`src/rtl/exe_stage_if.sv`:
```
// ID/EXE inputs, forwarding operands and EXE/MEM register outputs of the execute stage.
// The master side drives the instruction slot; the slave side is the execute stage.
interface exe_stage_if;
  logic        valid_in;
  logic [3:0]  exe_cmd;
  logic        s_en;
  logic        imm;
  logic        wb_en_in;
  logic        mem_r_en_in;
  logic        mem_w_en_in;
  logic [3:0]  dest_in;
  logic [31:0] val_rn;
  logic [31:0] val_rm;
  logic [31:0] val2;
  logic [1:0]  sel_src1;
  logic [1:0]  sel_src2;
  logic [31:0] mem_fwd_val;
  logic [31:0] wb_fwd_val;
  logic        freeze;
  logic        flush;

  logic [31:0] alu_res_out;
  logic [31:0] st_val_out;
  logic [3:0]  dest_out;
  logic        wb_en_out;
  logic        mem_r_en_out;
  logic        mem_w_en_out;
  logic        valid_out;
  logic [3:0]  status_out;

  modport master (
    output valid_in, exe_cmd, s_en, imm, wb_en_in, mem_r_en_in, mem_w_en_in,
           dest_in, val_rn, val_rm, val2, sel_src1, sel_src2,
           mem_fwd_val, wb_fwd_val, freeze, flush,
    input  alu_res_out, st_val_out, dest_out, wb_en_out, mem_r_en_out,
           mem_w_en_out, valid_out, status_out
  );

  modport slave (
    input  valid_in, exe_cmd, s_en, imm, wb_en_in, mem_r_en_in, mem_w_en_in,
           dest_in, val_rn, val_rm, val2, sel_src1, sel_src2,
           mem_fwd_val, wb_fwd_val, freeze, flush,
    output alu_res_out, st_val_out, dest_out, wb_en_out, mem_r_en_out,
           mem_w_en_out, valid_out, status_out
  );
endinterface

```
`src/rtl/exe_stage.sv`:
```
// Execute stage: operand forwarding, ALU with {N,Z,C,V} status register,
// and the EXE/MEM pipeline register with flush/freeze control.
module exe_stage (
  input  logic        clk,
  input  logic        rst,
  exe_stage_if.slave  bus
);

  typedef enum logic [3:0] {
    CMD_NOP = 4'b0000,
    CMD_MOV = 4'b0001,
    CMD_ADD = 4'b0010,
    CMD_ADC = 4'b0011,
    CMD_SUB = 4'b0100,
    CMD_SBC = 4'b0101,
    CMD_AND = 4'b0110,
    CMD_ORR = 4'b0111,
    CMD_EOR = 4'b1000,
    CMD_MVN = 4'b1001,
    CMD_CMP = 4'b1100,
    CMD_TST = 4'b1110
  } alu_cmd_e;

  alu_cmd_e    cmd;
  logic [31:0] op1;
  logic [31:0] fwd_rm;
  logic [31:0] op2;
  logic [32:0] sum33;
  logic [32:0] diff33;
  logic        c_in;
  logic        b_in;

  logic [31:0] alu_res;
  logic        n_new;
  logic        z_new;
  logic        c_new;
  logic        v_new;
  logic        cmd_defined;
  logic        no_writeback;

  logic [31:0] alu_res_q;
  logic [31:0] st_val_q;
  logic [3:0]  dest_q;
  logic        wb_en_q;
  logic        mem_r_en_q;
  logic        mem_w_en_q;
  logic        valid_q;
  logic [3:0]  status_q;

  function automatic logic [31:0] fwd_mux(
    input logic [1:0]  sel,
    input logic [31:0] reg_val,
    input logic [31:0] mem_val,
    input logic [31:0] wb_val
  );
    case (sel)
      2'b01:   fwd_mux = mem_val;
      2'b10:   fwd_mux = wb_val;
      default: fwd_mux = reg_val;
    endcase
  endfunction

  assign cmd    = alu_cmd_e'(bus.exe_cmd);
  assign op1    = fwd_mux(bus.sel_src1, bus.val_rn, bus.mem_fwd_val, bus.wb_fwd_val);
  assign fwd_rm = fwd_mux(bus.sel_src2, bus.val_rm, bus.mem_fwd_val, bus.wb_fwd_val);
  assign op2    = bus.imm ? bus.val2 : fwd_rm;

  // Carry-in for ADC and borrow-in for SBC come from the registered C flag.
  assign c_in   = (cmd == CMD_ADC) ? status_q[1] : 1'b0;
  assign b_in   = (cmd == CMD_SBC) ? ~status_q[1] : 1'b0;
  assign sum33  = {1'b0, op1} + {1'b0, op2} + {32'd0, c_in};
  assign diff33 = {1'b0, op1} - {1'b0, op2} - {32'd0, b_in};

  always_comb begin
    alu_res     = '0;
    c_new       = status_q[1];
    v_new       = status_q[0];
    cmd_defined = 1'b1;
    case (cmd)
      CMD_MOV: alu_res = op2;
      CMD_MVN: alu_res = ~op2;
      CMD_ADD, CMD_ADC: begin
        alu_res = sum33[31:0];
        c_new   = sum33[32];
        v_new   = (op1[31] == op2[31]) && (sum33[31] != op1[31]);
      end
      CMD_SUB, CMD_SBC, CMD_CMP: begin
        alu_res = diff33[31:0];
        c_new   = ~diff33[32];
        v_new   = (op1[31] != op2[31]) && (diff33[31] != op1[31]);
      end
      CMD_AND, CMD_TST: alu_res = op1 & op2;
      CMD_ORR:          alu_res = op1 | op2;
      CMD_EOR:          alu_res = op1 ^ op2;
      default:          cmd_defined = 1'b0;
    endcase
  end

  assign n_new        = alu_res[31];
  assign z_new        = (alu_res == 32'd0);
  assign no_writeback = (cmd == CMD_CMP) || (cmd == CMD_TST);

  // Flush only kills the control bits; data fields keep their last contents.
  always_ff @(posedge clk or negedge rst) begin
    if (!rst) begin
      alu_res_q  <= '0;
      st_val_q   <= '0;
      dest_q     <= '0;
      wb_en_q    <= 1'b0;
      mem_r_en_q <= 1'b0;
      mem_w_en_q <= 1'b0;
      valid_q    <= 1'b0;
      status_q   <= '0;
    end else if (bus.flush) begin
      wb_en_q    <= 1'b0;
      mem_r_en_q <= 1'b0;
      mem_w_en_q <= 1'b0;
      valid_q    <= 1'b0;
    end else if (!bus.freeze) begin
      alu_res_q  <= alu_res;
      st_val_q   <= fwd_rm;
      dest_q     <= bus.dest_in;
      wb_en_q    <= bus.valid_in & bus.wb_en_in & ~no_writeback;
      mem_r_en_q <= bus.valid_in & bus.mem_r_en_in;
      mem_w_en_q <= bus.valid_in & bus.mem_w_en_in;
      valid_q    <= bus.valid_in;
      if (bus.valid_in && bus.s_en && cmd_defined) begin
        status_q <= {n_new, z_new, c_new, v_new};
      end
    end
  end

  assign bus.alu_res_out  = alu_res_q;
  assign bus.st_val_out   = st_val_q;
  assign bus.dest_out     = dest_q;
  assign bus.wb_en_out    = wb_en_q;
  assign bus.mem_r_en_out = mem_r_en_q;
  assign bus.mem_w_en_out = mem_w_en_q;
  assign bus.valid_out    = valid_q;
  assign bus.status_out   = status_q;

endmodule
```
`src/flat_wrapper.sv`:
```
// flat-port wrapper written by rule: the top's interface ports become plain ports
module exe_stage_flat 
  (clk, rst, bus_valid_in, bus_exe_cmd, bus_s_en, bus_imm, bus_wb_en_in, bus_mem_r_en_in, bus_mem_w_en_in, bus_dest_in, bus_val_rn, bus_val_rm, bus_val2, bus_sel_src1, bus_sel_src2, bus_mem_fwd_val, bus_wb_fwd_val, bus_freeze, bus_flush, bus_alu_res_out, bus_st_val_out, bus_dest_out, bus_wb_en_out, bus_mem_r_en_out, bus_mem_w_en_out, bus_valid_out, bus_status_out);
  exe_stage_if bus_i ();
  input  logic clk;
  input  logic rst;
  input wire logic [$bits(bus_i.valid_in)-1:0] bus_valid_in;
  input wire logic [$bits(bus_i.exe_cmd)-1:0] bus_exe_cmd;
  input wire logic [$bits(bus_i.s_en)-1:0] bus_s_en;
  input wire logic [$bits(bus_i.imm)-1:0] bus_imm;
  input wire logic [$bits(bus_i.wb_en_in)-1:0] bus_wb_en_in;
  input wire logic [$bits(bus_i.mem_r_en_in)-1:0] bus_mem_r_en_in;
  input wire logic [$bits(bus_i.mem_w_en_in)-1:0] bus_mem_w_en_in;
  input wire logic [$bits(bus_i.dest_in)-1:0] bus_dest_in;
  input wire logic [$bits(bus_i.val_rn)-1:0] bus_val_rn;
  input wire logic [$bits(bus_i.val_rm)-1:0] bus_val_rm;
  input wire logic [$bits(bus_i.val2)-1:0] bus_val2;
  input wire logic [$bits(bus_i.sel_src1)-1:0] bus_sel_src1;
  input wire logic [$bits(bus_i.sel_src2)-1:0] bus_sel_src2;
  input wire logic [$bits(bus_i.mem_fwd_val)-1:0] bus_mem_fwd_val;
  input wire logic [$bits(bus_i.wb_fwd_val)-1:0] bus_wb_fwd_val;
  input wire logic [$bits(bus_i.freeze)-1:0] bus_freeze;
  input wire logic [$bits(bus_i.flush)-1:0] bus_flush;
  output wire logic [$bits(bus_i.alu_res_out)-1:0] bus_alu_res_out;
  output wire logic [$bits(bus_i.st_val_out)-1:0] bus_st_val_out;
  output wire logic [$bits(bus_i.dest_out)-1:0] bus_dest_out;
  output wire logic [$bits(bus_i.wb_en_out)-1:0] bus_wb_en_out;
  output wire logic [$bits(bus_i.mem_r_en_out)-1:0] bus_mem_r_en_out;
  output wire logic [$bits(bus_i.mem_w_en_out)-1:0] bus_mem_w_en_out;
  output wire logic [$bits(bus_i.valid_out)-1:0] bus_valid_out;
  output wire logic [$bits(bus_i.status_out)-1:0] bus_status_out;
  assign bus_i.valid_in = bus_valid_in;
  assign bus_i.exe_cmd = bus_exe_cmd;
  assign bus_i.s_en = bus_s_en;
  assign bus_i.imm = bus_imm;
  assign bus_i.wb_en_in = bus_wb_en_in;
  assign bus_i.mem_r_en_in = bus_mem_r_en_in;
  assign bus_i.mem_w_en_in = bus_mem_w_en_in;
  assign bus_i.dest_in = bus_dest_in;
  assign bus_i.val_rn = bus_val_rn;
  assign bus_i.val_rm = bus_val_rm;
  assign bus_i.val2 = bus_val2;
  assign bus_i.sel_src1 = bus_sel_src1;
  assign bus_i.sel_src2 = bus_sel_src2;
  assign bus_i.mem_fwd_val = bus_mem_fwd_val;
  assign bus_i.wb_fwd_val = bus_wb_fwd_val;
  assign bus_i.freeze = bus_freeze;
  assign bus_i.flush = bus_flush;
  assign bus_alu_res_out = bus_i.alu_res_out;
  assign bus_st_val_out = bus_i.st_val_out;
  assign bus_dest_out = bus_i.dest_out;
  assign bus_wb_en_out = bus_i.wb_en_out;
  assign bus_mem_r_en_out = bus_i.mem_r_en_out;
  assign bus_mem_w_en_out = bus_i.mem_w_en_out;
  assign bus_valid_out = bus_i.valid_out;
  assign bus_status_out = bus_i.status_out;
  exe_stage u_core (.clk(clk), .rst(rst), .bus(bus_i));
endmodule
```
`config.mk`:
```
export PLATFORM = sky130hd
export DESIGN_NAME = exe_stage_flat
export DESIGN_NICKNAME = d
export VERILOG_FILES = /design/src/rtl/exe_stage_if.sv /design/src/rtl/exe_stage.sv /design/src/flat_wrapper.sv
export SDC_FILE = /design/constraint.sdc
export NUM_CORES = 1
export LEC_CHECK = 0
export ABC_AREA = 1
export BUFFER_PORTS_ARGS = -buffer_cell sky130_fd_sc_hd__buf_4
export CORE_UTILIZATION = 55
export CTS_BUF_LIST = sky130_fd_sc_hd__clkbuf_8 sky130_fd_sc_hd__clkbuf_16
export DETAILED_ROUTE_END_ITERATION = 7
export GPL_ROUTABILITY_DRIVEN = 0
export HOLD_SLACK_MARGIN = 0.1
export MAX_ROUTING_LAYER = met4
export PLACE_DENSITY = 0.87
export SLEW_MARGIN = 40
export SYNTH_ARGS = -nofsm -noshare
export SYNTH_HDL_FRONTEND = slang
export SYNTH_SLANG_ARGS = --single-unit
```
`constraint.sdc`:
```
create_clock -name clk -period 3.65 [get_ports clk]
set_clock_uncertainty 0.05 [all_clocks]
set_input_delay 0 -clock clk [delete_from_list [all_inputs] [get_ports clk]]
set_output_delay 0 -clock clk [all_outputs]
set_load 0.02 [all_outputs]
```
==> flow_metrics.env, run 1 <==
export IMPL_outcome="stopped before the end"
export IMPL_haltStage="5_1_grt"
export IMPL_tool_error="[ERROR GRT-0232] Routing congestion too high. Check the congestion heatmap in the GUI."
export IMPL_post_place_cells=2741
export IMPL_synth_top_area_share_pct=19.1
export IMPL_ys_warn_count=0
export IMPL_num_rows=54
export IMPL_ys_seq_area_share_pct=15.4
export IMPL_async_flop_share_pct=100
export IMPL_netlist_instances=2047
export IMPL_start_util_pct=56.2
export IMPL_die_h_um=152
export IMPL_htree_levels=3
export IMPL_grt_max_degree=89
export IMPL_track_usage_pct=68.4
export IMPL_portBuffers=257
export IMPL_synth_edf_count=0
export IMPL_cts_root_buffer="clkbuf_16"
export IMPL_ys_ff_latch=76
export IMPL_synth_area_leaders="nand2_1 (19%), dfrtp_1 (15%), ha_1 (13%), inv_1 (8.2%), nand3_1 (5.8%)"
export IMPL_syn_nets=2361
export IMPL_numCtsBuffers=9
export IMPL_ios=258
export IMPL_clock_sinks=76
export IMPL_endpoint_type="register data pin"
export IMPL_avgSynthCellArea_um2=6.01
export IMPL_syn_cell_area_um2=12300
export IMPL_yosys_cell_types_count=66
export IMPL_synth_common_cells="nand2_1 (628), inv_1 (269), nor2_1 (172)"
export IMPL_crit_endpoint="u_core.bus.status_out[2]$_DFFE_PN0P_/D"
export IMPL_grt_overflow_total=2
export IMPL_synth_most_common_cell="nand2_1"
export IMPL_ys_flop_type="dfrtp_1"
export IMPL_clk_path_buf_depth=2
export IMPL_dp_hpwl_mm=43.9
export IMPL_dieWidth_um=152
export IMPL_yosysTopAreaCell="nand2_1"
==> stage by stage <==
stage	worst slack (ns)	utilization (%)	area (µm²)	hold slack (ns)
CTS	0.0289	76.8	16800	0.101
detailed placement	-0.407	72.7	15900	-0.00618
global placement	-0.316	72.7	15900	-0.0126
floorplan	0.322	-	12300	-0.346
==> layer usage <==
metal,GRT usage [%],overflow
met5,-,-
met4,63.0,1
met3,51.0,0
met2,85.1,1
met1,67.6,0
==> logic make-up after synthesis <==
kind of cell | count (synthesis) | share of synthesized area [%]
buf+inv | 378 | 13.0
simple gates | 1094 | 38.9
fa+ha+maj | 132 | 13.7
compound gates | 366 | 18.9
flops | 76 | 15.4
xor+xnor | 1 | 0.0712
==> timing repair <==
item	CTS
resized for setup	1
hold buffers	58
setup endpoints to repair	1
setup buffers	0
cloned	0
endpoints found under the hold margin	85
==> inputs of run 2 (changes only) <==
CORE_UTILIZATION = 40   (was 55)
CTS_BUF_LIST = default   (was sky130_fd_sc_hd__clkbuf_8 sky130_fd_sc_hd__clkbuf_16)
HOLD_SLACK_MARGIN = default   (was 0.1)
MAX_ROUTING_LAYER = default   (was met4)
PLACE_DENSITY = default   (was 0.87)
PLACE_DENSITY_LB_ADDON = 0.15   (was default)
==> run 2 against run 1 <==
  * Synthesized area is the same
  * Synthesized cell count is the same
  * The flow now finishes without violations
==> flow_metrics.env, run 2 <==
export IMPL_outcome="complete, no violations"
export IMPL_power_switching_mw=3.70
export IMPL_grt_overflow_total=0
export IMPL_drtIter0Drc=1589
export IMPL_yosys_cell_types_count=66
export IMPL_cts_root_buffer="clkbuf_16"
export IMPL_fill_cells=2916
export IMPL_report_final_slew_viol_count=0
export IMPL_worstMarginPinSlew_ns=0.818
export IMPL_final_common_cell="nand2_1"
export IMPL_numCtsBuffers=9
export IMPL_dp_hpwl_mm=46.7
export IMPL_path_common_cell="nand2_1"
export IMPL_yosysTopAreaCell="nand2_1"
export IMPL_ys_ff_latch=76
export IMPL_seqPwrFrac_pct=14.5
export IMPL_die_area_um2=31500
export IMPL_vdd_drop_max_mv=0.403
export IMPL_coreArea_um2=30000
export IMPL_drv_cap=0
export IMPL_num_rows=63
export IMPL_hold_viol_final=0
export IMPL_p_clk_share_pct=14.0
export IMPL_finalInstanceArea_um2=18000
export IMPL_portBuffers=257
export IMPL_start_util_pct=41.1
export IMPL_synth_adder_area_share_pct=13.7
export IMPL_mostFrequentLayoutCells="nand2_1 (620), buf_4 (582), inv_1 (268), nor2_1 (162), nand3_1 (141)"
export IMPL_clock_sinks=76
export IMPL_crit_path_max_fanout=16
export IMPL_grt_max_degree=89
export IMPL_htree_levels=3
export IMPL_crit_type="primary input to register"
export IMPL_synth_compound_area_share_pct=18.9
export IMPL_vias=16400
export IMPL_clock_fmax_ghz=0.283
export IMPL_endpoint_kind="register"
export IMPL_track_usage_pct=35.9
export IMPL_p_leak_nw=9.74
export IMPL_clock_latency_ns=0.38
export IMPL_cp_arrival_ns=3.81
export IMPL_p_total_mw=7.73
export IMPL_cp_required_ns=3.93
export IMPL_ys_flop_type="dfrtp_1"
export IMPL_internal_power_mw=4.02
export IMPL_drtPass1Iterations=8
export IMPL_critical_path_slowest_cell="ha_2"
export IMPL_netlist_instances=2047
export IMPL_place_area_um2=16900
export IMPL_wire_per_inst_um=18.9
export IMPL_drc_errors=0
export IMPL_avgViaCountPerCell=5.42
export IMPL_period_minus_slack_ns=3.54
export IMPL_switching_share_pct=47.9
export IMPL_drt_total_wl_mm=57.0
export IMPL_area_growth_pct=46.2
export IMPL_synth_edf_count=0
export IMPL_synth_top_area_share_pct=19.1
export IMPL_grt_pass1_vias=15700
export IMPL_period_share_pct=97.0
export IMPL_critPathMaxStageDelay_ns=0.39
export IMPL_async_flop_share_pct=100
export IMPL_nets=2934
export IMPL_dpl_worst_slack_ns=-0.387
export IMPL_slew_headroom_pct=45.5
export IMPL_p_per_area_nw_per_um2=429
export IMPL_hp_class="primary input to register"
export IMPL_post_place_cells=2956
export IMPL_ios=258
export IMPL_cts_clk_slew_worst_paths_ns=0.09
export IMPL_ys_warn_count=0
export IMPL_clk_path_buf_depth=2
export IMPL_syn_cell_area_um2=12300
export IMPL_grt_pass1_wl_mm=85.6
export IMPL_synth_common_cells="nand2_1 (628), inv_1 (269), nor2_1 (172)"
export IMPL_avgSynthCellArea_um2=6.01
export IMPL_antenna_found_initial=2
export IMPL_setup_viol=0
export IMPL_synthSimpleGateAreaFrac_pct=38.9
export IMPL_synth_most_common_cell="nand2_1"
export IMPL_ant_nets=0
export IMPL_instances_no_fill=3017
export IMPL_synth_area_leaders="nand2_1 (19%), dfrtp_1 (15%), ha_1 (13%), inv_1 (8.2%), nand3_1 (5.8%)"
export IMPL_fin_ws_ns=0.110
export IMPL_muxShareOfSynthArea_pct=0
export IMPL_dieWidth_um=177
export IMPL_syn_nets=2361
export IMPL_cts_tree="yes"
export IMPL_cp_start_kind="primary input"
export IMPL_combPwrFrac_pct=71.5
export IMPL_synth_top_family_by_area="simple AND/OR/NAND/NOR gates"
export IMPL_die_h_um=177
export IMPL_ys_seq_area_share_pct=15.4
export IMPL_layout_drive_gt1_share_pct=32.2
export IMPL_synth_xor_area_share_pct=0.0711
export IMPL_timing_hold_ws_ns=0.00416
==> run 2: cell counts after synthesis <==
Identical to the previous run, type by type.
==> run 2: critical path, delay by kind of cell <==
kind / cells / cell delay, ns
AND/OR/NAND/NOR: 15 / 1.55
buffers and inverters: 9 / 0.93
adder cells (fa/ha/maj): 3 / 0.84
AO/OA/AOI/OAI: 3 / 0.49
==> run 2: timing repair <==
| item | in CTS | in global routing |
|---|---|---|
| buffers inserted | 0 | 10 |
| hold buffers | 33 | 0 |
| gates resized for setup | 0 | 86 |
| setup endpoints to repair | 0 | 17 |
| hold endpoints to repair | 90 | 0 |
==> run 2: power by group through the flow <==
stage,Combinational (mW),Sequential (mW),Clock [mW]
6_report,5.53,1.12,1.08
5_1_grt,5.98,1.14,1.11
4_1_cts,5.19,1.12,1.09
3_5_place_dp,5.14,1.13,0
3_3_place_gp,5.08,1.13,0
2_1_floorplan,2.52,1.30,0
==> run 2: cell families (layout without fill, tap and decap cells) <==
group	count (synthesis)	count (layout)
and+or+nand+nor	1094	1094
buffers and inverters	378	956
AOI/OAI and AO/OA	366	366
adders and majority gates	132	132
DFF	76	76
xor gates and xnor gates	1	1
other	0	2
==> run 2: path summary, 6_finish.rpt <==
check / start / slack, ns / to / depth (start not counted)
max in group asynchronous: rst / 2.69 / u_core.bus.alu_res_out[2] / 3
worst min register to register: u_core.bus.dest_out[0] / 0.43 / u_core.bus.dest_out[0] / 2
worst min-delay path: bus_val_rm[10] / 0.004 / u_core.bus.st_val_out[10] / 4
worst max register to register: u_core.bus.status_out[1] / 0.29 / u_core.bus.status_out[2] / 20
min in group asynchronous: rst / 0.11 / u_core.bus.alu_res_out[26] / 2
worst max-delay path: bus_sel_src2[0] / 0.11 / u_core.bus.status_out[2] / 30
==> run 2: stage by stage <==
stage                     setup TNS, ns  utilization [%]
after CTS                             0             58.7
after global routing            -0.0185             60.1
after global placement            -1.40             56.5
after floorplan                       0                -
final                                 0             60.1
after detailed placement          -2.32             56.5
==> run 2: layout make-up <==
cell class	instances	area [µm²]	share of cell area [%]
sequential	76	1900	10.6
antenna	2	5.00	0.0278
multi-input combinational	1593	9140	50.8
tap	390	488	2.71
timing repair buffer	628	4930	27.4
clock buffer	9	225	1.25
clock inverter	7	108	0.598
inverter	312	1190	6.63
==> run 2: routing by layer <==
layer  track usage (%)  share of wire, %
met5                 0                 0
met4              18.7               5.9
met1              44.8                39
met2              57.2                44
met3              8.44                10
No activity file was read; power rests on OpenSTA's default activity.
==> inputs of run 3 (changes only) <==
ABC_AREA = default   (was 1)
HOLD_SLACK_MARGIN = 0.15   (was default)
==> run 3 against run 2 <==
  * The run now ends with negative setup slack left
  * Hold slack improved by 0.18 ns
  * Combinational power up 6.3%
  * Fmax down 14%
  * Core utilization up 8.5 points
  * Power is 3.6% higher
  * Highest routed layer unchanged
==> flow_metrics.env, run 3 <==
export IMPL_cp_required_ns=3.91
export IMPL_ant_nets=0
export IMPL_drv_cap=0
export IMPL_p_total_mw=8.00
export IMPL_yosys_cell_types_count=89
export IMPL_final_common_cell="buf_4"
export IMPL_grt_pass1_vias=14100
export IMPL_drtIter0Drc=1952
export IMPL_htree_levels=3
export IMPL_crit_path_max_fanout=8
export IMPL_syn_nets=1797
export IMPL_critical_path_slowest_cell="or4_4"
export IMPL_wire_per_inst_um=20.9
export IMPL_grt_max_degree=73
export IMPL_synth_common_cells="nand2_1 (202), o21ai_0 (174), inv_1 (129)"
export IMPL_synth_adder_area_share_pct=15.4
export IMPL_yosysTopAreaCell="dfrtp_1"
export IMPL_vdd_drop_max_mv=0.300
export IMPL_period_share_pct=113
export IMPL_p_leak_nw=8.77
export IMPL_netlist_instances=1483
export IMPL_clock_fmax_ghz=0.242
export IMPL_setup_viol=11
export IMPL_cts_root_buffer="clkbuf_16"
export IMPL_failed_checks="negative setup slack"
export IMPL_drt_total_wl_mm=52.2
export IMPL_ys_flop_type="dfrtp_1"
export IMPL_cts_clk_slew_worst_paths_ns=0.08
export IMPL_path_cells="buf_8, buf_4, ha_4, buf_6, a22oi_1, a222oi_1, buf_4, ha_4, ha_4, nand4_1, a211oi_2, buf_4, o21bai_4, mux2i_1, a211o_1, or4_4, nor4_4, and4b_1, nand4_1, nand2_1"
export IMPL_slew_headroom_pct=41.8
export IMPL_synth_top_family_by_area="compound AO/OA/AOI/OAI gates"
export IMPL_hold_viol_final=0
export IMPL_grt_pass1_wl_mm=79.7
export IMPL_report_final_slew_viol_count=0
export IMPL_hp_class="primary input to asynchronous set/reset pin"
export IMPL_ys_seq_area_share_pct=17.4
export IMPL_fin_ws_ns=-0.476
export IMPL_grt_overflow_total=0
export IMPL_mostFrequentLayoutCells="buf_4 (688), nand2_1 (199), inv_1 (119), o21ai_0 (117), ha_1 (92)"
export IMPL_post_route_util_pct=68.5
export IMPL_drtPass1Iterations=7
export IMPL_timing_hold_ws_ns=0.189
export IMPL_synth_compound_area_share_pct=33.5
export IMPL_antenna_found_initial=1
export IMPL_finalInstanceArea_um2=18400
export IMPL_cp_start_kind="primary input"
export IMPL_die_h_um=167
export IMPL_avgViaCountPerCell=5.81
export IMPL_die_area_um2=28000
export IMPL_outcome="finished with violations"
export IMPL_worstMarginPinSlew_ns=0.873
export IMPL_dpl_worst_slack_ns=-1.16
export IMPL_clock_latency_ns=0.37
export IMPL_numCtsBuffers=9
export IMPL_track_usage_pct=36.6
export IMPL_layout_drive_gt1_share_pct=44.0
export IMPL_ys_warn_count=0
export IMPL_ios=258
export IMPL_portBuffers=257
export IMPL_fill_cells=2198
export IMPL_num_rows=60
export IMPL_coreArea_um2=26900
export IMPL_avgSynthCellArea_um2=7.37
export IMPL_p_per_area_nw_per_um2=435
export IMPL_endpoint_kind="register"
export IMPL_rsz0062_at_grt="yes"
export IMPL_dp_hpwl_mm=40.3
export IMPL_cp_arrival_ns=4.38
export IMPL_synth_top_area_share_pct=17.4
export IMPL_area_growth_pct=68.6
export IMPL_ys_ff_latch=76
export IMPL_synth_area_leaders="dfrtp_1 (17%), ha_1 (15%), o21ai_0 (8.0%), nand2_1 (6.9%), inv_1 (4.4%)"
export IMPL_period_minus_slack_ns=4.13
export IMPL_vias=14500
export IMPL_syn_cell_area_um2=10900
export IMPL_drc_errors=0
export IMPL_synth_edf_count=0
export IMPL_synthSimpleGateAreaFrac_pct=17.8
export IMPL_nets=2470
export IMPL_critPathMaxStageDelay_ns=0.54
export IMPL_cts_tree="yes"
export IMPL_dieWidth_um=167
export IMPL_start_util_pct=40.7
export IMPL_async_flop_share_pct=100
export IMPL_muxShareOfSynthArea_pct=4.84
export IMPL_synth_most_common_cell="nand2_1"
export IMPL_crit_type="primary input to register"
export IMPL_place_area_um2=16100
export IMPL_clock_sinks=76
export IMPL_clk_path_buf_depth=2
export IMPL_synth_xor_area_share_pct=2.73
==> run 3: cell count changes in the layout (fill, tap and decap cells not counted), moves of 25 or more <==
cell | previous run | this run
nand2_1 | 620 | 199
inv_1 | 268 | 119
nand3_1 | 141 | 21
buf_4 | 582 | 688
nor2_1 | 162 | 69
o21ai_0 | 77 | 117
a22oi_1 | 0 | 37
nand2_2 | 38 | 3
nor2_2 | 36 | 2
a21oi_1 | 99 | 67
inv_2 | 36 | 9
mux2i_1 | 0 | 25
==> run 3: per-layer routing <==
metal  wire (µm)  vias to the layer above  GRT usage (%)  share of wire, %
met5           0                        -              0                 0
met1       21400                     6761           48.3                41
met2       22500                      885           56.9                43
li1            -                     6761              -                 -
met4        2020                        0           13.5               3.9
met3        6300                      142           9.93                12
==> run 3: timing repair <==
item / 4_1_cts / 5_1_grt
setup endpoints to repair: 20 / 21
hold endpoints to repair: 93 / 0
pin swaps: 77 / 30
hold buffers: 52 / 0
resized for setup: 171 / 83
setup buffers: 39 / 17
==> run 3: cell type report <==
| cell class | count | area (µm²) | area share (%) |
|---|---|---|---|
| timing repair buffer | 763 | 5980 | 32.5 |
| sequential | 76 | 1900 | 10.3 |
| antenna | 1 | 2.50 | 0.0136 |
| tap | 341 | 427 | 2.32 |
| clock inverter | 7 | 65.1 | 0.353 |
| clock buffer | 9 | 225 | 1.22 |
| multi-input combinational | 1177 | 9330 | 50.6 |
| inverter | 129 | 487 | 2.64 |
==> run 3: critical path, delay by kind of cell <==
family	cells	cell delay [ns]
and+or+nand+nor	6	1.42
adders and majority gates	3	0.70
buffers and inverters	5	0.79
AOI/OAI and AO/OA	5	1.31
muxes	1	0.14
==> run 3: through the flow <==
stage          std cells  TNS [ns]
2_1_floorplan       1483     -1.11
3_3_place_gp        2387    -12.18
3_5_place_dp        2388    -13.64
4_1_cts             2493    -0.525
5_1_grt             2503     -2.67
6_report            2503     -1.57
==> run 3: cells by family after synthesis <==
family / after synthesis
flip-flops: 76
XOR/XNOR: 34
multiplexers: 50
AND/OR/NAND/NOR: 420
buffers and inverters: 230
AO/OA/AOI/OAI: 541
adder cells (fa/ha/maj): 132
==> run 3: worst paths after layout <==
check	from	endpoint	slack (ns)	cells past startpoint
min reg2reg	u_core.bus.alu_res_out[8]	u_core.bus.alu_res_out[8]	0.43	2
max in group asynchronous	rst	u_core.bus.status_out[1]	2.50	3
max	bus_sel_src2[0]	u_core.bus.status_out[2]	-0.48	20
min in group clk	bus_mem_fwd_val[5]	u_core.bus.st_val_out[5]	0.19	6
min	rst	u_core.bus.st_val_out[30]	0.19	2
max reg2reg	u_core.bus.status_out[1]	u_core.bus.status_out[2]	-0.33	15
==> run 3: power breakdown <==
group / switching, mW / internal (mW)
Sequential: 0.119 / 1.03
Combinational: 2.99 / 2.89
Clock: 0.496 / 0.481
